<file path="src/rtl/display_processor.sv">
// display_processor: command-driven palette loader and framebuffer filler.
// Loads a default palette after reset, then fills the framebuffer on command.
//
// Ports:
//   clk_i, reset_i (async, active-high)
//   status_o    : [0] busy, [1] palette_ready, [2] fill_done, [31:16] fill count
//   control_i   : [0] fill start (edge), [1] pattern mode, [2] palette reload
//                 (edge), [15:8] fill index
//   fb_wr_*     : framebuffer write stream (x, y, index, strobe)
//   palette_wr_*: palette write stream (index, color, strobe)
//
// Build option: define DISPLAY_PROCESSOR_PATTERN_EN to enable the XOR pattern
// fill selected by control_i[1]; otherwise every fill is solid.

module display_processor #(
    parameter int RESOLUTION_X   = 400,
    parameter int RESOLUTION_Y   = 300,
    parameter int PALETTE_LENGTH = 256,
    parameter int COLOR_BITS     = 12,
    localparam int XW = $clog2(RESOLUTION_X),
    localparam int YW = $clog2(RESOLUTION_Y),
    localparam int IW = $clog2(PALETTE_LENGTH)
) (
    input  logic                  clk_i,
    input  logic                  reset_i,
    output logic [31:0]           status_o,
    input  logic [31:0]           control_i,
    output logic [XW-1:0]         fb_wr_x_o,
    output logic [YW-1:0]         fb_wr_y_o,
    output logic [IW-1:0]         fb_wr_index_o,
    output logic                  fb_wr_en_o,
    output logic [IW-1:0]         palette_wr_index_o,
    output logic [COLOR_BITS-1:0] palette_wr_color_o,
    output logic                  palette_wr_en_o
);

    localparam logic [XW-1:0] X_LAST = XW'(RESOLUTION_X - 1);
    localparam logic [YW-1:0] Y_LAST = YW'(RESOLUTION_Y - 1);
    localparam logic [IW-1:0] I_LAST = IW'(PALETTE_LENGTH - 1);

    typedef enum logic [1:0] {
        RESET_STATE,
        PAL,
        IDLE,
        FILL
    } state_t;

    state_t          state;
    logic            start_q;
    logic            reload_q;
    logic            busy_q;
    logic            ready_q;
    logic            done_q;
    logic [15:0]     count_q;
    logic [IW-1:0]   fill_idx_q;

    logic            start_edge;
    logic            reload_edge;
    logic            first_px;
    logic            at_x_last;
    logic            last_px;
    logic [XW-1:0]   nx;
    logic [YW-1:0]   ny;
    logic [IW-1:0]   pix_next;

    // Index replicated MSB-first across the color word.
    function automatic logic [COLOR_BITS-1:0] pal_color(input logic [IW-1:0] i);
        logic [COLOR_BITS-1:0] c;
        c = '0;
        for (int b = 0; b < COLOR_BITS; b++) begin
            c[COLOR_BITS-1-b] = i[IW-1-(b % IW)];
        end
        return c;
    endfunction

    assign start_edge  = control_i[0] & ~start_q;
    assign reload_edge = control_i[2] & ~reload_q;

    // Strobe low in FILL means the scan has not started: next pixel is (0,0).
    assign first_px  = ~fb_wr_en_o;
    assign at_x_last = (fb_wr_x_o == X_LAST);
    assign last_px   = ~first_px & at_x_last & (fb_wr_y_o == Y_LAST);

    always_comb begin
        nx = '0;
        ny = '0;
        if (!first_px) begin
            if (at_x_last) begin
                ny = fb_wr_y_o + YW'(1);
            end else begin
                nx = fb_wr_x_o + XW'(1);
                ny = fb_wr_y_o;
            end
        end
    end

`ifdef DISPLAY_PROCESSOR_PATTERN_EN
    localparam int XYW = (XW > YW) ? XW : YW;
    localparam int PW  = (XYW > IW) ? XYW : IW;

    logic            pattern_q;
    logic [PW-1:0]   pat_full;

    assign pat_full = PW'(nx) ^ PW'(ny);
    assign pix_next = pattern_q ? pat_full[IW-1:0] : fill_idx_q;

    always_ff @(posedge clk_i or posedge reset_i) begin
        if (reset_i) begin
            pattern_q <= 1'b0;
        end else if (state == IDLE && start_edge && !reload_edge) begin
            pattern_q <= control_i[1];
        end
    end

    logic unused_ctrl;
    assign unused_ctrl = ^{control_i[31:16], control_i[7:3]};
`else
    assign pix_next = fill_idx_q;

    logic unused_ctrl;
    assign unused_ctrl = ^{control_i[31:16], control_i[7:3], control_i[1]};
`endif

    always_ff @(posedge clk_i or posedge reset_i) begin
        if (reset_i) begin
            state              <= RESET_STATE;
            start_q            <= 1'b0;
            reload_q           <= 1'b0;
            busy_q             <= 1'b0;
            ready_q            <= 1'b0;
            done_q             <= 1'b0;
            count_q            <= '0;
            fill_idx_q         <= '0;
            fb_wr_x_o          <= '0;
            fb_wr_y_o          <= '0;
            fb_wr_index_o      <= '0;
            fb_wr_en_o         <= 1'b0;
            palette_wr_index_o <= '0;
            palette_wr_color_o <= '0;
            palette_wr_en_o    <= 1'b0;
        end else begin
            start_q  <= control_i[0];
            reload_q <= control_i[2];
            unique case (state)
                RESET_STATE: begin
                    state              <= PAL;
                    busy_q             <= 1'b1;
                    palette_wr_en_o    <= 1'b1;
                    palette_wr_index_o <= '0;
                    palette_wr_color_o <= pal_color(IW'(0));
                end
                PAL: begin
                    if (palette_wr_index_o == I_LAST) begin
                        state           <= IDLE;
                        busy_q          <= 1'b0;
                        ready_q         <= 1'b1;
                        palette_wr_en_o <= 1'b0;
                    end else begin
                        palette_wr_index_o <= palette_wr_index_o + IW'(1);
                        palette_wr_color_o <= pal_color(palette_wr_index_o + IW'(1));
                    end
                end
                IDLE: begin
                    // Reload has priority over a simultaneous fill start.
                    if (reload_edge) begin
                        state              <= PAL;
                        busy_q             <= 1'b1;
                        palette_wr_en_o    <= 1'b1;
                        palette_wr_index_o <= '0;
                        palette_wr_color_o <= pal_color(IW'(0));
                    end else if (start_edge) begin
                        state      <= FILL;
                        busy_q     <= 1'b1;
                        done_q     <= 1'b0;
                        fill_idx_q <= IW'(control_i[15:8]);
                    end
                end
                FILL: begin
                    if (last_px) begin
                        state      <= IDLE;
                        busy_q     <= 1'b0;
                        done_q     <= 1'b1;
                        count_q    <= count_q + 16'd1;
                        fb_wr_en_o <= 1'b0;
                    end else begin
                        fb_wr_en_o    <= 1'b1;
                        fb_wr_x_o     <= nx;
                        fb_wr_y_o     <= ny;
                        fb_wr_index_o <= pix_next;
                    end
                end
            endcase
        end
    end

    assign status_o = {count_q, 13'd0, done_q, ready_q, busy_q};

endmodule

</file>
<file path="config.mk">
export PLATFORM = sky130hd
export DESIGN_NAME = display_processor
export DESIGN_NICKNAME = d
export VERILOG_FILES = /design/src/rtl/display_processor.sv
export SDC_FILE = /design/constraint.sdc
export NUM_CORES = 1
export LEC_CHECK = 0
export CAP_MARGIN = 20
export CORE_MARGIN = 2
export CORE_UTILIZATION = 29
export CTS_CLUSTER_DIAMETER = 120
export DETAILED_ROUTE_END_ITERATION = 7
export HOLD_SLACK_MARGIN = 0.03
export PLACE_DENSITY = 0.62
export SLEW_MARGIN = 20
export SYNTH_ARGS = -nofsm -noshare
export SYNTH_HDL_FRONTEND = slang
export SYNTH_SLANG_ARGS = --single-unit
</file>
<file path="constraint.sdc">
create_clock -name clk_i -period 2.15 [get_ports clk_i]
set_clock_uncertainty 0.1 [all_clocks]
set_input_delay 0.43 -clock clk_i [delete_from_list [all_inputs] [get_ports clk_i]]
set_output_delay 0.43 -clock clk_i [all_outputs]
set_load 0.03 [all_outputs]
</file>
## After elaboration in Yosys (flattened, before gate mapping)

Cells that the tools add are included.
Widths: inputs -> output; s select.

- $add $sub $neg: 4
- Equal/unequal tests: 14
- Mux-type cells: 27
- Bitwise gates (word level): 8
- Reductions and logical operators: 12

Operator list:

| cell | count |
|---|---|
| $mux 9 | 4 |
| $pmux 12 s3 | 1 |
| $mux 12 | 2 |
| $pmux 8 s3 | 1 |
| $add 9x1->9 const B | 2 |
| $eq 9x9->1 const B | 2 |
| $add 16x1->16 const B | 1 |
| $mux 8 | 2 |
| $reduce_and 3->1 | 5 |
| $ne 2x2->1 const B | 6 |
| $mux 1 | 9 |
| $add 8x1->8 const B | 1 |
| $eq 8x8->1 const B | 1 |
| $mux 2 | 4 |
| $pmux 2 s4 | 1 |
| $reduce_and 2->1 | 3 |
| $and 1x1->1 | 4 |
| $eq 2x2->1 const B | 2 |
| $not 1->1 | 4 |
| $pmux 1 s4 | 1 |
| $reduce_and 4->1 | 1 |
| $ne 3x3->1 const B | 1 |
| $pmux 1 s3 | 1 |
| $reduce_bool 3->1 | 1 |
| other kinds (5) | 5 |

- Bits in registers: 79
- Input port bits: 34
- Output and inout bits: 80
- Logic and storage cells: 80

## Logic depth before layout (Yosys ltp)

- Word-level depth: 5
- Gate-level depth with buffers: 7
- Gate-level depth less buffers: 6

## Worst setup path before layout

No wires, ideal clock.

- Kind: register to register
- Start point: register fb_wr_x_o[0]
- End point: register count_q[1]
- Setup time: 0.125 ns
- Arrival: 2.104 ns
- Required time: 1.925 ns
- Path slack: -0.179 ns
- Stages on the path, launching flop included: 7
- Path buffers: 0
- Clock period less this slack: 2.329 ns
- Cell sequence: dfrtp_1 ha_1 nand3_2 or4_4 nor2_4 nand2_2 mux2_4

- Longest elaborated chain between the ends: 4

Ends and longest elaborated chain:

| what | line | RTL |
|---|---|---|
| from (decl) | 28 | `output logic [XW-1:0] fb_wr_x_o,` |
| from (signal assigned) | 187 | `fb_wr_x_o <= nx;` |
| $eq 9x9->1 | 81 | `assign at_x_last = (fb_wr_x_o == X_LAST);` |
| $and 1x1->1 (2 in series) | 82 | `assign last_px = ~first_px & at_x_last & (fb_wr_y_o == Y_LAST);` |
| $reduce_and 2->1 (no line) | -- |  |
| to (signal assigned) | 183 | `count_q <= count_q + 16'd1;` |
| to (decl) | 54 | `logic [15:0] count_q;` |

Every way passes these cells.
A chain may end at the register's enable or synchronous reset.

## Worst setup path in the final report

- Start point: register fb_wr_y_o[4]
- End point: register count_q[1]

- Longest elaborated chain between the ends: 3

Ends and longest elaborated chain:

| what | line | RTL |
|---|---|---|
| from (decl) | 29 | `output logic [YW-1:0] fb_wr_y_o,` |
| from (signal assigned) | 188 | `fb_wr_y_o <= ny;` |
| $eq 9x9->1 | 82 |  |
| $and 1x1->1 | 82 |  |
| $reduce_and 2->1 (no line) | -- |  |

Every way passes these cells.

==> metrics.md <==
| Metric | Value |
|---|---|
| Placed cell area | `around 4400 sq um` |
| Mean post-synth cell area | `between 10 and 15 sq um` |
| Req. time, crit path | `2260 ps` |
| Vias | `~2700` |
| CP max FO | `3` |
| Unique cell type count in the Yosys netlist | `47` |
| Critical Setup Path Class | `reg2reg` |
| Crit path capture type | `register` |
| Global-route wire length before repair | `approximately 13000 microns` |
| 1st-iter DRT viols | `73` |
| Synth Flop Type | `dfrtp_1` |
| Reg2Reg Depth | `5` |
| Tot GR Track Use | `13.0%` |
| CTS buffer count | `9` |
| Hpwl dp | `about 5400 microns` |
| Count leader, synth | `dfrtp_1` |
| Mapped Area | `around 3300 sq um` |
| I/O Pins | `~110` |
| Final nets | `roughly 460` |
| Root Buffer | `clkbuf_16` |
| RSZ-0062 raised after global routing | `yes` |
| Synth top area share | `50.5%` |
| Max-cap violations | `0` |
| Final period utilization | `104%` |
| Yosys reg bits | `67` |
| WP data arrival | `between 2000 and 2500 ps` |
| Final setup violation count | `13` |
| Fin area | `about 4800 sq um` |
| Failing checks | `negative setup slack` |
| Status | `finished, violations left` |
| Yosys warns | `0` |
| Largest net degree at the start of global routing | `30` |
| DR vias/cell | `about 4.7` |
| Fin Hold WS | `around 360 ps` |
| H-tree levels | `3` |
| Startpoint Class | `register` |
| Port Buffers | `78` |
| Antenna violations before repair | `0` |
| Row cnt | `39` |
| Fmax | `~0.45 GHz` |
| Die Span X | `roughly 110 microns` |
| Antenna Nets Post-Route | `0` |
| Slew HR | `around 62%` |
| Synth top area cells | `dfrtp_1, buf_4, mux2_2` |
| N_diodes | `0` |
| CORE AREA | `around 11000 sq um` |
| Die height | `roughly 110 microns` |
| Grt total ovfl | `0` |
| Vias in the first global route | `approximately 2600` |
| CTS tree | `built` |
| Hold Fails Final Rpt | `0` |
| Worst min path class | `in2async` |
| EDFF count, synth | `0` |
| GPL Wtd Cong | `between 0.8 and 0.9` |
| TritonRoute pass-1 iters | `4` |
| Max Slew Vio Count | `0` |
| Peak supply drop | `0.317 mV` |
| Share of async-settable or async-resettable flops after synthesis | `100%` |
| Layout cells sized above 1 | `21.7%` |
| Commonest cells post-synth | `dfrtp_1, nand2_1, buf_4` |
| Hold buffer count at cts | `0` |
| Leading area contributor after synthesis | `dfrtp_1` |
| Fill count | `between 1000 and 1500` |
| Post-Layout Cell Count | `between 500 and 600` |
| Clock sinks | `67` |
| Pwr Density | `602 nW/um^2` |
| Post-route minimum period | `2230 ps` |
| Finished Core Util | `between 40 and 50%` |
| P_leak | `2.18 nW` |
| Initial Util | `between 20% and 30%` |
| DRC viols | `0` |
| Layout area overhead | `43.5%` |
| Slew @ Worst Pin | `568 ps` |
| Post-place setup slack | `-108 ps` |
| Max clock buf depth | `2` |
| Worst R2R Setup Slack | `-80 ps` |
| Post-Route WL | `7580 microns` |
| Gate Count Post-Synth | `roughly 310` |
| Skew-Pair Late Insertion Delay | `between 300 and 400 ps` |
| Setup WS post-layout | `-80.8 ps` |
| Placed cell count | `~550` |
| Die area | `between 10000 and 15000 sq um` |
| Wirelength per Cell | `13.4 microns` |
| Clock-pin slew on the worst setup and hold paths | `~50 ps` |
| Sequential share of the synthesized area | `roughly half` |
==> where the power goes <==
part	total [W]	leakage [nW]	switching (W)	internal [W]
logic	0.0000869	1.14	0.0000609	0.0000260
clock network	0.00152	0.155	0.000528	0.000987
registers	0.00126	0.884	0.000000314	0.00126
==> cell usage in the layout (no fill, tap or decap), drive strengths merged, types with 5 or more instances in the layout <==
cell type / netlist / final
and3: 9 / 9
buf: 29 / 35
a21oi: 7 / 7
xnor2: 7 / 7
nand4: 10 / 10
clkbuf: 4 / 12
mux2: 17 / 17
inv: 7 / 6
clkdlybuf4s50: 0 / 78
nand2: 31 / 31
conb: 1 / 13
nand2b: 5 / 5
nor2: 27 / 27
dfrtp: 67 / 67
nand3: 19 / 19
o31ai: 5 / 5
o21ai: 16 / 16
xor2: 14 / 14
==> flip-flops by register name, indices dropped and copies added, names as in the netlist, 2 cells and up <==
signal and cells:
palette_wr_index_o 7, count_q 16, state 2, fb_wr_y_o 9
fb_wr_index_o 8, fill_idx_q 8, fb_wr_x_o 9
==> layer usage <==
metal	share of wire, %	GRT usage, %
met2	47	20.2
met1	45	16.2
met3	5.8	4.81
met5	0	0
met4	1.8	5.75
==> per-stage QoR <==
stage               setup TNS [ps]  total power, W
floorplan                     -567         0.00135
global placement              -495         0.00137
detailed placement            -758         0.00138
CTS                           -542         0.00291
global route                 -1360         0.00299
finish                        -477         0.00287
==> final timing paths <==
path,start,to
min in group clk_i,ready_q,ready_q
max in group asynchronous,reset_i,fb_wr_x_o[0]
hold reg to reg,ready_q,ready_q
setup reg to reg,fb_wr_y_o[4],count_q[1]
hold / removal,reset_i,reload_q
setup / recovery,fb_wr_y_o[4],count_q[1]
==> worst max-delay path, cell delays in order (launching register included) <==
cell and delay (ps):
dfrtp_2 400, or4b_4 560, or4_4 490, nor2_4 170, nand2_2 100, mux2_4 300
==> layout make-up <==
type                            count  area, sq um  share of cell area (%)
Multi-Input combinational cell    220         1470                    30.9
Tap cell                          143          179                    3.76
Timing Repair Buffer              113         1090                    22.8
Inverter                            7         30.0                   0.631
Clock buffer                       12          267                    5.60
Sequential cell                    67         1680                    35.3
Clock inverter                      4         47.5                   0.998
==> cells by family after synthesis <==
logic type,after synthesis,synth area share [%]
AOI/OAI and AO/OA,42,8.64
and+or+nand+nor,120,19.3
DFF,67,50.5
buffers and inverters,40,7.92
xor gates and xnor gates,21,5.54
muxes,19,6.49
adders and majority gates,4,1.51
other,1,0.113
==> timing repair <==
| action | CTS | global route |
|---|---|---|
| pin swaps | 5 | 3 |
| endpoints found under the setup margin | 13 | 18 |
| hold endpoints to repair | 0 | 0 |
| cloned | 1 | 0 |
| setup buffers | 1 | 0 |
| gates resized for setup | 3 | 10 |
No activity file was read; power rests on OpenSTA's default activity.
